===== config.mk =====
export PLATFORM = sky130hd
export DESIGN_NAME = fwd_hazard_scoreboard
export DESIGN_NICKNAME = d
export VERILOG_FILES = /design/src/rtl/fwd_hazard_scoreboard_pkg.sv /design/src/rtl/fwd_src_resolver.sv /design/src/rtl/fwd_hazard_scoreboard.sv
export SDC_FILE = /design/constraint.sdc
export NUM_CORES = 1
export LEC_CHECK = 0
export BUFFER_PORTS_ARGS = -buffer_cell sky130_fd_sc_hd__buf_2
export CAP_MARGIN = 5
export CORE_MARGIN = 2
export CORE_UTILIZATION = 52
export DETAILED_ROUTE_END_ITERATION = 7
export GPL_TIMING_DRIVEN = 0
export PLACE_DENSITY = 0.89
export SLEW_MARGIN = 15
export SYNTH_ARGS = -nofsm -noshare
export SYNTH_HDL_FRONTEND = slang
export SYNTH_SLANG_ARGS = --single-unit

===== constraint.sdc =====
create_clock -name clk -period 3.23 [get_ports clk]
set_clock_uncertainty 0.15 [all_clocks]
set_input_delay 0.1615 -clock clk [delete_from_list [all_inputs] [get_ports clk]]
set_output_delay 0.1615 -clock clk [all_outputs]
set_load 0.02 [all_outputs]

===== src/rtl/fwd_hazard_scoreboard_pkg.sv =====
// Shared constants and entry layout for the forwarding / load-use hazard scoreboard.
// Opcodes, forward-select codes and the per-entry flag record live here.
package fwd_hazard_scoreboard_pkg;

   localparam logic [3:0] OP_ALU    = 4'b0000;
   localparam logic [3:0] OP_LOAD   = 4'b0100;
   localparam logic [3:0] OP_STORE  = 4'b0101;
   localparam logic [3:0] OP_BRANCH = 4'b1000;

   // Select code 0 always means "read the register file"; k means "forward from entry k".
   localparam int unsigned FWD_RF = 0;

   typedef struct packed {
      logic v;
      logic ld;
   } ent_flags_t;

endpackage


===== src/rtl/fwd_src_resolver.sv =====
// Priority match of one source operand against all in-flight writers.
// The youngest matching entry wins; load_hit flags a load that is still too young to forward.
module fwd_src_resolver
   import fwd_hazard_scoreboard_pkg::*;
#(
   parameter int AW        = 3,
   parameter int FWD_DEPTH = 3,
   parameter int LOAD_LAT  = 1,
   parameter int SEL_W     = 2
) (
   input  logic [AW-1:0]           src_addr,
   input  logic                    src_used,
   input  logic [FWD_DEPTH-1:0]    ent_v,
   input  logic [FWD_DEPTH-1:0]    ent_ld,
   input  logic [FWD_DEPTH*AW-1:0] ent_rd,
   output logic [SEL_W-1:0]        sel,
   output logic                    load_hit
);

   always_comb begin
      sel      = SEL_W'(FWD_RF);
      load_hit = 1'b0;
      // Oldest to youngest, so the last hit left standing is the youngest writer.
      for (int k = FWD_DEPTH; k >= 1; k--) begin
         if (src_used && ent_v[k-1] && (ent_rd[(k-1)*AW +: AW] == src_addr)) begin
            sel      = SEL_W'(k);
            load_hit = ent_ld[k-1] && (k <= LOAD_LAT);
         end
      end
   end

endmodule


===== src/rtl/fwd_hazard_scoreboard.sv =====
// Forwarding and load-use hazard unit: tracks in-flight writers in a private shift register,
// resolves per-operand forward selects and raises a load-use stall with a saturating counter.
module fwd_hazard_scoreboard
   import fwd_hazard_scoreboard_pkg::*;
#(
   parameter int             AW        = 3,
   parameter int             NUM_SRC   = 2,
   parameter int             FWD_DEPTH = 3,
   parameter int             LOAD_LAT  = 1,
   parameter int             OPW       = 4,
   parameter logic [OPW-1:0] LOAD_OP   = OPW'(OP_LOAD),
   parameter int             SEL_W     = $clog2(FWD_DEPTH + 1),
   parameter int             CNT_W     = 16
) (
   input  logic                     clk,
   input  logic                     reset,
   input  logic                     hold,
   input  logic                     flush,
   input  logic                     issue_valid,
   input  logic                     issue_wr_en,
   input  logic [AW-1:0]            issue_rd,
   input  logic [OPW-1:0]           issue_opcode,
   input  logic [NUM_SRC*AW-1:0]    src_addr,
   input  logic [NUM_SRC-1:0]       src_used,
   input  logic                     cnt_clr,
   output logic [NUM_SRC*SEL_W-1:0] fwd_sel,
   output logic                     stall_load,
   output logic [CNT_W-1:0]         stall_count
);

   // Index k-1 holds entry k (entry 1 = youngest, EX/MEM).
   ent_flags_t [FWD_DEPTH-1:0] flags_q, flags_d;
   logic [FWD_DEPTH*AW-1:0]    rd_q, rd_d;
   logic [FWD_DEPTH-1:0]       ent_v, ent_ld;
   logic [NUM_SRC-1:0]         load_hit;
   logic [CNT_W-1:0]           cnt_d;

   always_comb begin
      for (int k = 0; k < FWD_DEPTH; k++) begin
         ent_v[k]  = flags_q[k].v;
         ent_ld[k] = flags_q[k].ld;
      end
   end

   for (genvar i = 0; i < NUM_SRC; i++) begin : g_src
      fwd_src_resolver #(
         .AW        (AW),
         .FWD_DEPTH (FWD_DEPTH),
         .LOAD_LAT  (LOAD_LAT),
         .SEL_W     (SEL_W)
      ) u_resolver (
         .src_addr (src_addr[i*AW +: AW]),
         .src_used (src_used[i]),
         .ent_v    (ent_v),
         .ent_ld   (ent_ld),
         .ent_rd   (rd_q),
         .sel      (fwd_sel[i*SEL_W +: SEL_W]),
         .load_hit (load_hit[i])
      );
   end

   // Flush dominates: a squashed instruction can neither stall nor occupy an entry.
   assign stall_load = issue_valid & ~flush & (|load_hit);

   always_comb begin
      flags_d = flags_q;
      rd_d    = rd_q;
      if (!hold) begin
         for (int k = FWD_DEPTH - 1; k >= 1; k--) begin
            flags_d[k]            = flags_q[k-1];
            rd_d[k*AW +: AW]      = rd_q[(k-1)*AW +: AW];
         end
         flags_d[0].v  = issue_valid & issue_wr_en & ~flush & ~stall_load;
         flags_d[0].ld = (issue_opcode == LOAD_OP);
         rd_d[AW-1:0]  = issue_rd;
      end
   end

   always_comb begin
      cnt_d = stall_count;
      if (cnt_clr) begin
         cnt_d = '0;
      end else if (stall_load && !hold && !(&stall_count)) begin
         cnt_d = stall_count + 1'b1;
      end
   end

   always_ff @(posedge clk or posedge reset) begin
      if (reset) begin
         flags_q     <= '0;
         rd_q        <= '0;
         stall_count <= '0;
      end else begin
         flags_q     <= flags_d;
         rd_q        <= rd_d;
         stall_count <= cnt_d;
      end
   end

endmodule


# Word-level counts from Yosys, hierarchy flattened
# Cells that the tools add are included.
[word_totals]
ff_bits = 29
inputBits = 22
out_inout_bits = 21
wordCells = 50
[op_classes]
addsub = 1
n_eq_ne = 7
n_mux = 10
bitwise = 7
n_reduce_logical = 19
[op_table]
columns = ["cell", "n"]
rows = [
  ["16-bit 2-to-1 mux", 2],
  ["3-bit equality test", 6],
  ["16-bit by 1-bit adder with 16-bit output, second input constant", 1],
  ["16-bit AND reduction", 1],
  ["1-bit logical AND", 14],
  ["2-bit 2-to-1 mux", 6],
  ["1-bit bitwise AND", 5],
  ["4-bit by 3-bit equality test with 1-bit output, second input constant", 1],
  ["1-bit zero test", 2],
  ["1-bit 2-to-1 mux", 2],
  ["1-bit inverter", 2],
  ["2-bit nonzero test", 1],
  ["2-bit OR reduction", 1],
]

# Longest topological paths before layout
[logic_depth]
depth_word = 9
depth_mapped = 8
ltp_nobuf = 6

# By module
# From an unflattened synthesis, not the netlist that was laid out.
[unflattened]
hier_cells = 181
area_unflattened_um2 = 1834.3
[modules_own_cells]
columns = ["mod", "instances", "cells_per_inst", "area_per_inst_um2", "seq_area_each_um2"]
rows = [
  ["fwd_hazard_scoreboard", 1, 143, 1554.0, 775.7],
  ["fwd_src_resolver", 2, 19, 140.1, 0.0],
]

# Least setup slack after synthesis
# No wires, ideal clock.
[synth_timing]
path_type = "register -> register"
startpoint = "register rd_q[2]"
endpoint = "register stall_count[13]"
setup_time_ns = 0.125
arrival_time_ns = 2.130
required_ns = 2.955
slack_ns = 0.825
stages_incl_launch_ff = 7
n_path_buf = 1
period_less_slack_ns = 2.405
cell_sequence = "dfrtp_1 > xor2_1 > or4_1 > a211o_1 > buf_6 > nor4_1 > mux2_2"
[synth_via]
elab_chain_len = 8
elab_cells_between_ends = 11
cone_classes = "eq/ne: 2; mux: 2; bitwise: 1; reduce/logical: 6"
[synth_lines]
columns = ["item", "line_no", "rtl"]
rows = [
  ["start: declaration", "fwd_hazard_scoreboard.sv:33", "logic [FWD_DEPTH*AW-1:0] rd_q, rd_d;"],
  ["start signal: assignment", "fwd_hazard_scoreboard.sv:95", "rd_q <= rd_d;"],
  ["3-bit equality test", "fwd_src_resolver.sv:25", "if (src_used && ent_v[k-1] && (ent_rd[(k-1)*AW +: AW] == src_addr)) begin"],
  ["1-bit logical AND", "fwd_src_resolver.sv:25", ""],
  ["1-bit 2-to-1 mux", "fwd_src_resolver.sv:25", ""],
  ["2-bit OR reduction (*)", "fwd_hazard_scoreboard.sv:63", "assign stall_load = issue_valid & ~flush & (|load_hit);"],
  ["1-bit bitwise AND (*)", "fwd_hazard_scoreboard.sv:63", ""],
  ["1-bit logical AND (*) (2 in series)", "fwd_hazard_scoreboard.sv:83", "end else if (stall_load && !hold && !(&stall_count)) begin"],
  ["2-bit nonzero test (no source line) (*)", "-", ""],
  ["end signal: assignment", "fwd_hazard_scoreboard.sv:96", "stall_count <= cnt_d;"],
  ["end: declaration", "fwd_hazard_scoreboard.sv:28", "output logic [CNT_W-1:0] stall_count"],
]
# Every way passes the cells marked *; elsewhere a longest branch is shown, timed or not.
# A chain may end at the register's enable or synchronous reset.

# Worst setup path in the final report
[layout_timing]
startpoint = "register rd_q[2]"
endpoint = "register stall_count[5]"
# The elaborated chain is that of the path after synthesis.

==> flow_metrics.py <==
metrics = {
    "run": {
        "maxCapViolations": 0,
    },
    "finish": {
        "final_common_cell": "buf_2",
        "multi_input_area_sq_um": 845.8,
        "mostFrequentLayoutCells": "buf_2 (41), dfrtp_1 (29), xor2_1 (15), a21oi_1 (13), mux2_2 (12)",
        "fillCellCount": 270,
        "fin_nets": 239,
        "seqCellArea_sq_um": 725.7,
        "syn_to_final_growth_pct": 23.60,
        "drive_gt1_share_pct": 29.49,
        "antennaDiodeCount": 0,
    },
    "routing": {
        "vias": 1493,
        "drt_wl_total_um": 3756,
        "first_iter_violations": 39,
        "ant_nets": 0,
        "viasPerCell": 5.720,
        "drc": 0,
        "drt_first_pass_iters": 4,
        "wire_per_inst_um": 14.39,
    },
    "placed_design": {
        "dp_hpwl_um": 2738,
        "place_ws_ns": 0.5552,
        "port_buffers": 40,
        "place_congestion": 0.9293,
    },
    "sta": {
        "hold_viol": 0,
        "slew_violations": 0,
        "setup-violations-final": 0,
        "fin_ws_ns": 0.5412,
        "fin_setup_tns_ns": 0,
        "post-route-min-period_ns": 2.689,
        "fin_crit_sh_pct": 83.25,
        "rsz0062_at_grt": "false",
        "worstMarginPinSlew_ns": 1.012,
        "fmax_mhz": 371.9,
        "fin_hold_ws_ns": 0.03675,
        "max_slew_margin_pct": 32.13,
    },
    "die": {
        "initial_core_util_pct": 53.93,
        "dieArea_sq_um": 3604,
        "coreArea_sq_um": 3028,
        "row_count": 20,
        "die_y_um": 60.04,
        "ios": 43,
        "dieWidth_um": 60.04,
    },
    "grt": {
        "grt_overflow": 0,
        "grt_max_degree": 30,
        "antenna_found_initial": 0,
        "grt.met1_usage_pct": 26.41,
        "use_met3_pct": 6.926,
        "grt_usage_pct": 23.04,
        "grt_use_met2_pct": 40.22,
        "grt_pass1_vias": 1432,
        "grt.busiest_layer": "met2",
        "grt_pass1_wl_um": 6037,
    },
    "critical_path": {
        "crit_path_end_kind": "register",
        "crit_path_max_fanout": 10,
        "regToRegSetupSlack_ns": 0.54,
        "r2r_cells": 7,
        "worstPathArrival_ns": 2.75,
        "start_kind": "register",
        "worstPathRequired_ns": 3.29,
        "critPathKind": "reg2reg",
    },
    "yosys": {
        "ys_types": 32,
        "synth_compound_area_share_pct": 13.03,
        "yosys.area_share.adder_pct": 0.7663,
        "synth.area.mux_share_pct": 8.889,
        "seq_area_frac_synth_pct": 44.44,
        "synth_area_sq_um": 1633,
        "mappedNetlistNets": 186,
        "yosys.area_share.simple_pct": 18.93,
        "synth-xor-area-share_pct": 10.19,
        "ys_ff_latch": 29,
        "ys.flop_type": "dfrtp_1",
        "avgSynthCellArea_sq_um": 10.02,
        "yosys_warnings": 0,
        "synth_async_sr_flop_share_pct": 100.0,
        "synth_top_family_by_area": "simple AND/OR/NAND/NOR gates",
        "synth-edff-count": 0,
        "syn_inst": 163,
    },
    "min_path": {
        "hp-class": "in2reg",
        "hold_depth": 3,
    },
    "cts": {
        "cts_root_buffer": "clkbuf_4",
        "cts.sinks": 29,
        "cts_max_level": 2,
        "clk_pin_slew_ns": 0.09,
        "postCtsResizedCells": 0,
        "cts_made_buffers": 5,
        "clock_latency_ns": 0.34,
        "cts_tree": "built",
        "cts_buffer_depth": 2,
    },
    "run_status": {
        "status": "complete, no violations",
    },
    "pwr": {
        "p_per_area_nw_per_um2": 378.8,
        "vdd_ir_drop_max_mv": 0.2339,
        "p_leak_nw": 0.8832,
    },
}
sequential cells by signal (all words and copies together) (netlist names):
signal / flops
stall_count: 16
rd_q: 9
ent_v: 3
ent_ld: 1
worst max-delay path, stage by stage, from the launching register on:
cell	delay (ns)
dfrtp_1	0.42
xor2_1	0.18
or4_1	0.61
a211o_1	0.32
clkbuf_1	0.25
buf_2	0.26
o31ai_1	0.26
a21oi_1	0.10
through the flow:
| stage | power, mW | cells | instance area [sq um] | util (%) |
|---|---|---|---|---|
| finish | 0.7645 | 261 | 2018 | 66.65 |
| global route | 0.7999 | 261 | 2018 | 66.65 |
| CTS | 0.7714 | 261 | 2018 | 66.65 |
| detailed placement | 0.5118 | 247 | 1888 | 62.36 |
| global placement | 0.5072 | 247 | 1888 | 62.36 |
| floorplan | 0.4773 | 163 | 1633 | - |
synthesized netlist by cell type, types with 3 or more instances:
master    number  area, sq um
nor4_1         3        18.77
nor2_1         4        15.01
o31ai_1        9        67.56
nand2_1       10        37.54
mux2_2        12        135.1
inv_1          5        18.77
nand4_1        5        31.28
nand3_1        7        35.03
or3_1          5        31.28
nor3_1         4        20.02
dfrtp_1       29        725.7
or4_1         10        75.07
clkbuf_1       6        22.52
o21ai_0        4        20.02
a21oi_1       13        65.06
xnor2_1        4        35.03
xor2_1        15        131.4
cells by family after synthesis:
logic type / Yosys count
simple gates: 54
compound gates: 33
flops: 29
xor+xnor: 19
buf+inv: 14
mux: 13
fa+ha+maj: 1
report_power, final:
| part | leakage [nW] | switching, mW | internal, mW | total [mW] |
|---|---|---|---|---|
| clock | 0.0413 | 0.130 | 0.126 | 0.256 |
| combinational | 0.458 | 0.0478 | 0.0546 | 0.102 |
| sequential | 0.383 | 0.0231 | 0.383 | 0.406 |
| total | 0.883 | 0.201 | 0.563 | 0.764 |
layer usage:
| metal | share of wire (%) | wire (um) | up-vias |
|---|---|---|---|
| met5 | 0 | 0 | - |
| met4 | 1.6 | 59 | 0 |
| met3 | 5.9 | 222 | 8 |
| met2 | 49 | 1825 | 60 |
| met1 | 44 | 1649 | 717 |
| li1 | - | - | 708 |
cell type report:
type	instances	share of cell area, %
Buffer	9	2.108
Timing Repair Buffer	46	12.90
Inverter	5	0.9299
Tap cell	44	2.728
Clock buffer	7	3.224
Sequential cell	29	35.96
Clock inverter	1	0.2480
Multi-Input combinational cell	120	41.91
path summary, 6_finish.rpt:
| path | startpoint | to |
|---|---|---|
| worst max-delay path | rd_q[2]$_DFFE_PP0N_ | stall_count[5]$_DFFE_PP0P_ |
| worst min-delay path | issue_opcode[0] | ent_ld[0]$_DFFE_PP0N_ |
| worst max register to register | rd_q[2]$_DFFE_PP0N_ | stall_count[5]$_DFFE_PP0P_ |
| worst min register to register | ent_ld[0]$_DFFE_PP0N_ | ent_ld[0]$_DFFE_PP0N_ |
| max in group asynchronous | reset | rd_q[0]$_DFFE_PP0N_ |
| min in group asynchronous | reset | rd_q[4]$_DFFE_PP0N_ |
timing repair:
| action | CTS | global route |
|---|---|---|
| setup endpoints to repair | 0 | 0 |
| endpoints found under the hold margin | 34 | 0 |
| hold buffers | 6 | 0 |
| buffers inserted | 0 | 0 |
No activity file was read; power rests on OpenSTA's default activity.
